--- config.mk ---
export PLATFORM = sky130hd
export DESIGN_NAME = pam_threshold_demod_flat
export DESIGN_NICKNAME = d
export VERILOG_FILES = /design/src/rtl/pam_threshold_demod_if.sv /design/src/rtl/pam_threshold_demod.sv /design/src/flat_wrapper.sv
export SDC_FILE = /design/constraint.sdc
export NUM_CORES = 1
export LEC_CHECK = 0
export CAP_MARGIN = 20
export CORE_UTILIZATION = 57
export CTS_CLUSTER_SIZE = 25
export DETAILED_ROUTE_END_ITERATION = 16
export GPL_ROUTABILITY_DRIVEN = 1
export PLACE_DENSITY_LB_ADDON = 0.08
export SLEW_MARGIN = 20
export SYNTH_ARGS = -nofsm -noshare
export SYNTH_HDL_FRONTEND = slang
export SYNTH_SLANG_ARGS = --single-unit
--- constraint.sdc ---
create_clock -name clk -period 5.9 [get_ports clk]
set_input_delay 1.18 -clock clk [delete_from_list [all_inputs] [get_ports clk]]
set_output_delay 1.18 -clock clk [all_outputs]
set_load 0.1 [all_outputs]
--- src/rtl/pam_threshold_demod_if.sv ---
// Sample-in / byte-out handshake bundle for the PAM-4 threshold demodulator.
// The slave modport is the demodulator; the master modport drives samples and accepts bytes.
interface pam_threshold_demod_if #(
  parameter int AD_CVER_WIDTH = 12
);
  logic                     syn_demodu_valid;
  logic [AD_CVER_WIDTH-1:0] syn_demodu_data;
  logic                     syn_demodu_ready;
  logic                     demod_valid;
  logic                     demod_ready;
  logic [7:0]               demod_data;
  logic                     demod_last;
  logic                     pilot_err;
  logic                     ovf_err;
  logic                     frame_abort;

  modport slave (
    input  syn_demodu_valid, syn_demodu_data, demod_ready,
    output syn_demodu_ready, demod_valid, demod_data, demod_last,
           pilot_err, ovf_err, frame_abort
  );

  modport master (
    output syn_demodu_valid, syn_demodu_data, demod_ready,
    input  syn_demodu_ready, demod_valid, demod_data, demod_last,
           pilot_err, ovf_err, frame_abort
  );
endinterface

--- src/rtl/pam_threshold_demod.sv ---
// Pilot-derived thresholds slice data samples into Gray PAM-4 symbols, packed 4 per byte into a FIFO.
// Byte is pushed 3 cycles after its 4th sample; upstream never stalls, so a push into a full FIFO drops.
module pam_threshold_demod #(
  parameter int AD_CVER_WIDTH = 12,
  parameter int LENGTH_PILOT  = 16,
  parameter int LENGTH_DATA   = 1024,
  parameter int FIFO_DEPTH    = 16
) (
  input logic                  clk,
  input logic                  arst,
  pam_threshold_demod_if.slave bus
);

  localparam int W  = AD_CVER_WIDTH;
  localparam int PS = $clog2(LENGTH_PILOT / 2);
  localparam int SW = W + PS;
  localparam int CW = ($clog2(LENGTH_DATA) > $clog2(LENGTH_PILOT)) ?
                      $clog2(LENGTH_DATA) : $clog2(LENGTH_PILOT);
  localparam int AW = $clog2(FIFO_DEPTH);

  typedef enum logic [1:0] {S_IDLE, S_PILOT, S_DATA} state_t;

  state_t         state_q, state_d;
  logic [CW-1:0]  cnt_q, cnt_d;
  logic [SW-1:0]  sum_lo_q, sum_lo_d, sum_hi_q, sum_hi_d;
  logic           go1_q, go1_d, go2_q, go2_d;
  logic           frame_abort_q, frame_abort_d;
  logic           pilot_err_q, pilot_err_d;
  logic           ovf_err_q, ovf_err_d;
  logic [W-1:0]   lo_q, lo_d, span_q, span_d;
  logic [W-1:0]   t1_q, t1_d, t2_q, t2_d, t3_q, t3_d;
  logic [W-1:0]   p1_x_q, p1_x_d, p2_x_q, p2_x_d;
  logic           p1_vld_q, p1_vld_d, p1_end_q, p1_end_d, p1_last_q, p1_last_d;
  logic           p2_vld_q, p2_vld_d, p2_end_q, p2_end_d, p2_last_q, p2_last_d;
  logic [7:0]     pack_q, pack_d, push_dat_q, push_dat_d;
  logic           push_q, push_d, push_last_q, push_last_d;
  logic [AW:0]    wr_q, wr_d, rd_q, rd_d, fifo_cnt;
  logic [8:0]     mem_q [FIFO_DEPTH];

  logic           pilot_start, in_vld, in_end, in_last;
  logic [W-1:0]   x, lo_w, hi_w, q_w;
  logic [W+9:0]   prod;
  logic [1:0]     sym;
  logic [7:0]     byte_w;
  logic           empty, full, pop, wr_en;

  // Offset binary turns the signed sample into an unsigned level for all later arithmetic.
  assign x = {~bus.syn_demodu_data[W-1], bus.syn_demodu_data[W-2:0]};

  always_comb begin
    state_d       = state_q;
    cnt_d         = cnt_q;
    sum_lo_d      = sum_lo_q;
    sum_hi_d      = sum_hi_q;
    go1_d         = 1'b0;
    frame_abort_d = 1'b0;
    pilot_start   = 1'b0;
    in_vld        = 1'b0;
    in_end        = 1'b0;
    in_last       = 1'b0;
    unique case (state_q)
      S_IDLE: begin
        if (bus.syn_demodu_valid) begin
          pilot_start = 1'b1;
          sum_lo_d    = SW'(x);
          sum_hi_d    = '0;
          cnt_d       = CW'(1);
          state_d     = S_PILOT;
        end
      end
      S_PILOT: begin
        if (bus.syn_demodu_valid) begin
          if (cnt_q < CW'(LENGTH_PILOT / 2)) sum_lo_d = sum_lo_q + SW'(x);
          else                               sum_hi_d = sum_hi_q + SW'(x);
          if (cnt_q == CW'(LENGTH_PILOT - 1)) begin
            state_d = S_DATA;
            cnt_d   = '0;
            go1_d   = 1'b1;
          end else begin
            cnt_d = cnt_q + CW'(1);
          end
        end else begin
          frame_abort_d = 1'b1;
          cnt_d         = '0;
          state_d       = S_IDLE;
        end
      end
      S_DATA: begin
        if (bus.syn_demodu_valid) begin
          in_vld  = 1'b1;
          in_end  = (cnt_q[1:0] == 2'b11);
          in_last = (cnt_q == CW'(LENGTH_DATA - 1));
          if (in_last) begin
            cnt_d   = '0;
            state_d = S_IDLE;
          end else begin
            cnt_d = cnt_q + CW'(1);
          end
        end else begin
          frame_abort_d = 1'b1;
          cnt_d         = '0;
          state_d       = S_IDLE;
        end
      end
      default: state_d = S_IDLE;
    endcase
  end

  always_comb begin
    // Threshold stage 1: pilot averages and span; stage 2: the three slicing levels.
    lo_w        = W'(sum_lo_q >> PS);
    hi_w        = W'(sum_hi_q >> PS);
    go2_d       = go1_q;
    lo_d        = go1_q ? lo_w : lo_q;
    span_d      = span_q;
    pilot_err_d = pilot_err_q;
    if (pilot_start) pilot_err_d = 1'b0;
    if (go1_q) begin
      span_d      = (hi_w > lo_w) ? (hi_w - lo_w) : '0;
      pilot_err_d = (hi_w <= lo_w);
    end
    prod = (W + 10)'(span_q) * (W + 10)'(683);
    q_w  = W'(prod >> 12);
    t1_d = go2_q ? (lo_q + q_w)             : t1_q;
    t2_d = go2_q ? (lo_q + (span_q >> 1))   : t2_q;
    t3_d = go2_q ? (lo_q + span_q - q_w)    : t3_q;

    // Two-stage sample delay lines up the first data sample with fresh thresholds.
    p1_x_d    = x;
    p1_vld_d  = in_vld;
    p1_end_d  = in_end;
    p1_last_d = in_last;
    p2_x_d    = p1_x_q;
    p2_vld_d  = p1_vld_q;
    p2_end_d  = p1_end_q;
    p2_last_d = p1_last_q;

    if      (p2_x_q < t1_q) sym = 2'b00;
    else if (p2_x_q < t2_q) sym = 2'b01;
    else if (p2_x_q < t3_q) sym = 2'b11;
    else                    sym = 2'b10;
    byte_w      = {pack_q[5:0], sym};
    pack_d      = p2_vld_q ? byte_w : pack_q;
    push_d      = p2_vld_q && p2_end_q;
    push_dat_d  = byte_w;
    push_last_d = p2_last_q;

    fifo_cnt  = wr_q - rd_q;
    empty     = (fifo_cnt == '0);
    full      = (fifo_cnt == (AW + 1)'(FIFO_DEPTH));
    pop       = !empty && bus.demod_ready;
    wr_en     = push_q && (!full || pop);
    wr_d      = wr_q + {{AW{1'b0}}, wr_en};
    rd_d      = rd_q + {{AW{1'b0}}, pop};
    ovf_err_d = ovf_err_q | (push_q & full & ~pop);
  end

  always_ff @(posedge clk or posedge arst) begin
    if (arst) begin
      state_q       <= S_IDLE;
      cnt_q         <= '0;
      sum_lo_q      <= '0;
      sum_hi_q      <= '0;
      go1_q         <= 1'b0;
      go2_q         <= 1'b0;
      frame_abort_q <= 1'b0;
      pilot_err_q   <= 1'b0;
      ovf_err_q     <= 1'b0;
      lo_q          <= '0;
      span_q        <= '0;
      t1_q          <= '0;
      t2_q          <= '0;
      t3_q          <= '0;
      p1_x_q        <= '0;
      p1_vld_q      <= 1'b0;
      p1_end_q      <= 1'b0;
      p1_last_q     <= 1'b0;
      p2_x_q        <= '0;
      p2_vld_q      <= 1'b0;
      p2_end_q      <= 1'b0;
      p2_last_q     <= 1'b0;
      pack_q        <= '0;
      push_q        <= 1'b0;
      push_dat_q    <= '0;
      push_last_q   <= 1'b0;
      wr_q          <= '0;
      rd_q          <= '0;
    end else begin
      state_q       <= state_d;
      cnt_q         <= cnt_d;
      sum_lo_q      <= sum_lo_d;
      sum_hi_q      <= sum_hi_d;
      go1_q         <= go1_d;
      go2_q         <= go2_d;
      frame_abort_q <= frame_abort_d;
      pilot_err_q   <= pilot_err_d;
      ovf_err_q     <= ovf_err_d;
      lo_q          <= lo_d;
      span_q        <= span_d;
      t1_q          <= t1_d;
      t2_q          <= t2_d;
      t3_q          <= t3_d;
      p1_x_q        <= p1_x_d;
      p1_vld_q      <= p1_vld_d;
      p1_end_q      <= p1_end_d;
      p1_last_q     <= p1_last_d;
      p2_x_q        <= p2_x_d;
      p2_vld_q      <= p2_vld_d;
      p2_end_q      <= p2_end_d;
      p2_last_q     <= p2_last_d;
      pack_q        <= pack_d;
      push_q        <= push_d;
      push_dat_q    <= push_dat_d;
      push_last_q   <= push_last_d;
      wr_q          <= wr_d;
      rd_q          <= rd_d;
    end
  end

  // Storage needs no reset: outputs are gated by the empty flag.
  always_ff @(posedge clk) begin
    if (wr_en) mem_q[wr_q[AW-1:0]] <= {push_last_q, push_dat_q};
  end

  assign bus.demod_valid      = !empty;
  assign bus.demod_data       = empty ? 8'h00 : mem_q[rd_q[AW-1:0]][7:0];
  assign bus.demod_last       = !empty && mem_q[rd_q[AW-1:0]][8];
  assign bus.syn_demodu_ready = (fifo_cnt <= (AW + 1)'(FIFO_DEPTH - 2));
  assign bus.pilot_err        = pilot_err_q;
  assign bus.ovf_err          = ovf_err_q;
  assign bus.frame_abort      = frame_abort_q;

endmodule

--- src/flat_wrapper.sv ---
// flat-port wrapper written by rule: the top's interface ports become plain ports
module pam_threshold_demod_flat 
#(
  parameter int AD_CVER_WIDTH = 12,
  parameter int LENGTH_PILOT  = 16,
  parameter int LENGTH_DATA   = 1024,
  parameter int FIFO_DEPTH    = 16
)
  (clk, arst, bus_syn_demodu_valid, bus_syn_demodu_data, bus_demod_ready, bus_syn_demodu_ready, bus_demod_valid, bus_demod_data, bus_demod_last, bus_pilot_err, bus_ovf_err, bus_frame_abort);
  pam_threshold_demod_if #(.AD_CVER_WIDTH(AD_CVER_WIDTH)) bus_i ();
  input logic clk;
  input logic arst;
  input wire logic [$bits(bus_i.syn_demodu_valid)-1:0] bus_syn_demodu_valid;
  input wire logic [$bits(bus_i.syn_demodu_data)-1:0] bus_syn_demodu_data;
  input wire logic [$bits(bus_i.demod_ready)-1:0] bus_demod_ready;
  output wire logic [$bits(bus_i.syn_demodu_ready)-1:0] bus_syn_demodu_ready;
  output wire logic [$bits(bus_i.demod_valid)-1:0] bus_demod_valid;
  output wire logic [$bits(bus_i.demod_data)-1:0] bus_demod_data;
  output wire logic [$bits(bus_i.demod_last)-1:0] bus_demod_last;
  output wire logic [$bits(bus_i.pilot_err)-1:0] bus_pilot_err;
  output wire logic [$bits(bus_i.ovf_err)-1:0] bus_ovf_err;
  output wire logic [$bits(bus_i.frame_abort)-1:0] bus_frame_abort;
  assign bus_i.syn_demodu_valid = bus_syn_demodu_valid;
  assign bus_i.syn_demodu_data = bus_syn_demodu_data;
  assign bus_i.demod_ready = bus_demod_ready;
  assign bus_syn_demodu_ready = bus_i.syn_demodu_ready;
  assign bus_demod_valid = bus_i.demod_valid;
  assign bus_demod_data = bus_i.demod_data;
  assign bus_demod_last = bus_i.demod_last;
  assign bus_pilot_err = bus_i.pilot_err;
  assign bus_ovf_err = bus_i.ovf_err;
  assign bus_frame_abort = bus_i.frame_abort;
  pam_threshold_demod #(.AD_CVER_WIDTH(AD_CVER_WIDTH), .LENGTH_PILOT(LENGTH_PILOT), .LENGTH_DATA(LENGTH_DATA), .FIFO_DEPTH(FIFO_DEPTH)) u_core (.clk(clk), .arst(arst), .bus(bus_i));
endmodule
# Word-level counts from Yosys, hierarchy flattened
# Memory sizes are Yosys's and may differ from the RTL's.
# Index checks and enable logic that the tools add are counted.
[op_classes]
n_mux = 41
eq_ne = 12
mul = 1
order_cmp = 7
n_addsub = 11
n_reduce_logical = 17
bitwise = 5
[ops]
columns = ["operator", "count"]
rows = [
  ["15-bit two-way mux", 6],
  ["15-bit one-hot mux with 2 select lines", 2],
  ["10-bit two-way mux", 5],
  ["12-bit less-than comparator", 3],
  ["15-bit by 12-bit adder with 15-bit output", 2],
  ["10-bit one-hot mux with 3 select lines", 1],
  ["12-bit by 10-bit multiplier with 22-bit output (second input constant)", 1],
  ["1-bit two-way mux", 17],
  ["2-bit two-way mux", 7],
  ["12-bit by 10-bit adder with 12-bit output", 1],
  ["12-bit by 11-bit adder with 12-bit output", 1],
  ["12-bit adder", 1],
  ["12-bit > comparator", 1],
  ["12-bit <= comparator", 1],
  ["12-bit two-way mux", 1],
  ["12-bit by 10-bit subtractor with 12-bit output", 1],
  ["12-bit subtractor", 1],
  ["10-bit by 1-bit adder with 10-bit output (second input constant)", 1],
  ["5-bit by 1-bit adder with 5-bit output", 2],
  ["10-bit equality test (second input constant)", 1],
  ["10-bit by 4-bit equality test with 1-bit output (second input constant)", 1],
  ["10-bit by 4-bit less-than comparator with 1-bit output (second input constant)", 1],
  ["8-bit two-way mux", 1],
  ["4-bit AND reduction", 2],
  ["22 further kinds", 33],
]
[totals]
regBits = 163
mem_count = 1
elab_cells = 123
input_bits = 16
ram_bits = 144
[mem_list]
columns = ["memory", "depth", "word_bits", "read_ports", "rd_clocked_by_memory_dff", "wr", "line_no", "rtl"]
rows = [
  ["u_core.mem_q", 16, 9, 1, 0, 1, "pam_threshold_demod.sv:38", "logic [8:0] mem_q [FIFO_DEPTH];"],
]

# Logic depth before layout (Yosys ltp)
[depth]
depth_word = 8
mapped_depth = 27

# Least setup slack after synthesis
# Ideal clock, no wire load.
[synth_timing]
path_kind = "register to register"
from = "register u_core.span_q[1]"
to = "register u_core.t3_q[10]"
path_buffers = 0
arrival_ps = 6329
setup_time_ps = 104
path_slack_ps = -533
stages_incl_launch_ff = 26
cell_sequence = "dfrtp_1 > ha_1 > fa_1 > inv_1 > fa_1 > inv_1 > fa_1 > inv_1 > fa_1 > inv_1 > ha_1 > a211oi_1 > o21ai_0 > o2111ai_1 > a21boi_1 > or2_1 > a21oi_1 > xor2_1 > fa_1 > ha_1 > o21ai_0 > a21boi_1 > o31a_1 > o211ai_1 > a2111o_1 > o311ai_1"
[synth_via]
elab_chain_len = 2
word_cells_on_any_way = 3
cone_classes = "add/sub: 2; mul: 1"
[synth_rtl]
columns = ["element", "line_no", "rtl"]
rows = [
  ["start, declared", "pam_threshold_demod.sv:30", "logic [W-1:0] lo_q, lo_d, span_q, span_d;"],
  ["start signal, assigned", "pam_threshold_demod.sv:199", "span_q <= span_d;"],
  ["12-bit by 10-bit multiplier with 22-bit output or 12-bit adder (tied branches)", "pam_threshold_demod.sv:122, pam_threshold_demod.sv:126", ""],
  ["12-bit by 10-bit subtractor with 12-bit output *", "pam_threshold_demod.sv:126", "t3_d = go2_q ? (lo_q + span_q - q_w) : t3_q;"],
  ["end signal, assigned", "pam_threshold_demod.sv:202", "t3_q <= t3_d;"],
  ["end, declared", "pam_threshold_demod.sv:31", "logic [W-1:0] t1_q, t1_d, t2_q, t2_d, t3_q, t3_d;"],
]
# Every way passes the cells marked *; elsewhere a longest branch is shown, timed or not.
# A chain may end at the register's enable or synchronous reset.

# Final worst setup path
# Ends and elaborated chain as after synthesis.

==> reports/results.tsv <==
stage	metric	value	unit
placed_design	post-DP HPWL	29980	um
synthesis	mux share of post-synthesis cell area	7.778	%
die	row count	64	
clock_network	H-tree levels	2	
cells_and_area	fin nets	1866	
clock_network	CTS sink count	307	
timing	endpoints failing setup	12	
clock_network	# hold bufs at CTS	0	
critical_path	WP data required	6330	ps
timing	final critical-path required period	6245	ps
detailed_routing	vias after detailed routing	11941	
critical_path	Slowest cell on crit path	fa_1	
synthesis	share of the synthesized area in the top cell type	24.28	%
die	Core Region	30670	sq um
synthesis	Simple-Gate Fraction of Synth Area	8.178	%
critical_path	Critical Path AT	6670	ps
global_route	first-pass GRT wire length	64360	um
synthesis	Area contributors post-synth	edfxtp_1 24%, dfrtp_1 23%, ha_1 13%	
cells_and_area	fin util	67.29	%
clock_network	clock root cell	clkbuf_16	
clock_network	Clk Latency, worst-skew pair	530	ps
synthesis	async set-or-reset flop fraction in the synthesized netlist	53.09	%
clock_network	Max clock buf depth	3	
placed_design	PortBufs	29	
synthesis	Mapped Nets	1727	
global_route	initial antenna violation count	0	
synthesis	Ys Warns	0	
timing	Worst Tran Pin Value	987.2	ps
global_route	largest net degree at the start of global routing	106	
synthesis	Post-Syn Instances	1483	
timing	Final Cycle Share	105.9	%
die	initial core utilization	58.07	%
synthesis	Mean Syn Cell Area	12.01	sq um
synthesis	largest area contributor in the netlist	edfxtp_1	
clock_network	CTS tree	yes	
detailed_routing	DR pass1 iterations	5	
synthesis	main combinational cell family by area after synthesis	adder cells	
die	IO Count	30	
die	die area	31950	sq um
synthesis	Synth Cell Area	17810	sq um
power_and_ir_drop	PwrDens	288.5	nW/um^2
timing	Setup Skew	23.04	ps
critical_path	CP Capture Type	flop	
die	Die Span Y	178.8	um
detailed_routing	vias per inst	5.845	
detailed_routing	DRT antenna net count	0	
detailed_routing	Residual DRC	0	
power_and_ir_drop	Lkg Pwr	9.349	nW
synthesis	post-synthesis compound-gate area fraction	11.72	%
clock_network	total CTS buffers	34	
critical_path	Worst Path Max Fanout	4	
clock_network	Worst-path clk slew	60	ps
critical_path	Worst Setup Start Kind	flop	
global_route	total grt overflow	0	
timing	RSZ-0062 raised after global routing	true	
timing	Worst Slack Setup Final	-345.4	ps
timing	Slew Viols, Final	0	
outcome	status	complete, but fails checks	
synthesis	EDFF count, synth	144	
flow_run	max capacitance violation total	0	
timing	relative slew slack	33.98	%
critical_path	Most common cell on crit path	fa_1	
cells_and_area	ANT cells	0	
placed_design	placer congestion estimate	0.8763	
detailed_routing	drt initial violations	750	
cells_and_area	Area Growth Syn to Fin	15.89	%
timing	Setup TNS Final	-2376	ps
placed_design	Inst Count DP	1969	
global_route	GRT Overall Usage	26.73	%
cells_and_area	FILL cells	2320	
timing	Fin. Hold Viols	0	
synthesis	#FFs+latches synth	307	
timing	Hold Slack	332.5	ps
synthesis	post-synth cell types	75	
timing	Fmax achieved	160.1	MHz
synthesis	Post-Synth XOR/XNOR Area	3.295	%
synthesis	sequential fraction of the synthesis area	47.19	%
worst_hold_path	min-delay worst type	reg -> reg	
synthesis	Top FF cell, synth	dfrtp_1	
cells_and_area	share of cells above drive strength 1	18.15	%
detailed_routing	routed len/inst	19.85	um
outcome	failing checks	setup timing	
synthesis	adder-cell area share of the yosys netlist	17.96	%
critical_path	Crit path largest cell delay	570	ps
critical_path	type of the worst setup path	reg -> reg	
detailed_routing	Post-Route WL	40550	um
cells_and_area	post-route insts no fill	2043	
die	Die W	178.8	um
global_route	vias in the first global route	11830	
power_and_ir_drop	worst vdd ir	0.1977	mV
-- layout make-up --
| class | instances | area, sq um | share of cell area [%] |
|---|---|---|---|
| clock inverters | 16 | 118.9 | 0.5760 |
| well taps | 396 | 495.5 | 2.401 |
| multi-input cells | 996 | 9019 | 43.70 |
| repair buffers | 135 | 1102 | 5.341 |
| inverters | 148 | 560.5 | 2.716 |
| clock buffers | 45 | 933.4 | 4.523 |
| flip-flops and latches | 307 | 8408 | 40.74 |
-- what timing repair did --
| action | 4_1_cts | 5_1_grt |
|---|---|---|
| endpoints found under the hold margin | 0 | 0 |
| setup endpoints to repair | 13 | 16 |
| gates resized for setup | 21 | 39 |
| buffers inserted | 6 | 10 |
| pin swaps | 34 | 33 |
-- cell usage after synthesis (11+ instances only) --
master and number:
nand2b_1 13, a211oi_1 12, inv_1 147, mux4_2 45, ha_1 182, xnor2_1 36
nor2b_1 22, fa_1 46, edfxtp_1 144, nor3_1 23, nand2_1 88, a21o_1 41
o21a_1 14, dfrtp_1 163, a21oi_1 68, o21ai_0 77, o211ai_1 14, mux2i_1 18
nand3_1 26, nor2_1 76, xor2_1 31, or3_1 11, mux2_2 17, clkbuf_1 22
-- kinds of logic (layout without fill, tap and decap cells) --
kind of cell | after synthesis | in the layout
buffers and inverters | 180 | 344
AO/OA/AOI/OAI | 317 | 317
adder cells (fa/ha/maj) | 228 | 228
multiplexers | 80 | 80
AND/OR/NAND/NOR | 304 | 304
flip-flops | 307 | 307
XOR/XNOR | 67 | 67
-- flip-flops by register name, indices dropped and copies added (netlist names), 2 cells and up --
| register | flops |
|---|---|
| u_core.push_dat_q | 8 |
| u_core.lo_q | 12 |
| u_core.t1_q | 12 |
| u_core.p1_x_q | 12 |
| u_core.state_q | 2 |
| u_core.t3_q | 12 |
| u_core.span_q | 12 |
| u_core.rd_q | 5 |
| u_core.t2_q | 12 |
| u_core.wr_q | 5 |
| u_core.sum_lo_q | 15 |
| u_core.pack_q | 6 |
| u_core.p2_x_q | 12 |
| u_core.cnt_q | 10 |
| u_core.mem_q | 144 |
| u_core.sum_hi_q | 15 |
-- per-layer routing --
| layer | GRT usage (%) | routed length [um] | vias to the layer above | part of all wire (%) |
|---|---|---|---|---|
| li1 | - | - | 5683 | - |
| met1 | 39.51 | 19090 | 5893 | 47 |
| met2 | 40.96 | 18130 | 298 | 45 |
| met3 | 4.389 | 2439 | 67 | 6.0 |
| met4 | 7.309 | 887 | 0 | 2.2 |
| met5 | 0 | 0 | - | 0 |
-- worst paths after layout --
path / startpoint / to / slack, ps / cells past startpoint
setup / recovery: u_core.span_q[1]$_DFFE_PP0P_ / u_core.t3_q[10]$_DFFE_PP0P_ / -350 / 27
hold / removal: u_core.p1_x_q[1]$_DFF_PP0_ / u_core.p2_x_q[1]$_DFF_PP0_ / 330 / 0
setup reg to reg: u_core.span_q[1]$_DFFE_PP0P_ / u_core.t3_q[10]$_DFFE_PP0P_ / -350 / 27
hold reg to reg: u_core.p1_x_q[1]$_DFF_PP0_ / u_core.p2_x_q[1]$_DFF_PP0_ / 330 / 0
max in group asynchronous: arst / u_core.rd_q[0]$_DFF_PP0_ / 3820 / 3
min in group asynchronous: arst / u_core.cnt_q[9]$_DFFE_PP0P_ / 1090 / 2
-- critical path: cells and delay by family (launching register included) --
kind            cells  cell delay (ps)
simple gates        2              220
flops               1              420
buf+inv             7              430
fa+ha+maj           8             3390
compound gates     10             1720
-- per-stage QoR --
stage	setup WS, ps	instance area (sq um)	total power, mW
2_1_floorplan	-286.8	17870	3.649
4_1_cts	-413.0	20420	6.002
3_5_place_dp	-523.9	19220	3.990
6_report	-345.4	20640	5.954
3_3_place_gp	-471.8	19220	3.968
5_1_grt	-672.1	20640	6.239
-- where the power goes --
group          internal [mW]  switching (mW)
Sequential              2.32           0.158
Combinational          0.583           0.878
Clock                   1.13           0.879
-- cells in the final DEF, fill, tap and decap left out, types with 41 or more instances in the layout --
cell,synthesis,layout
a21o_1,41,41
a21oi_1,68,61
buf_4,0,110
dfrtp_1,163,159
edfxtp_1,144,144
fa_1,46,43
ha_1,182,172
inv_1,147,141
mux4_2,45,45
nand2_1,88,88
nor2_1,76,74
o21ai_0,77,69
No activity file was read; power rests on OpenSTA's default activity.
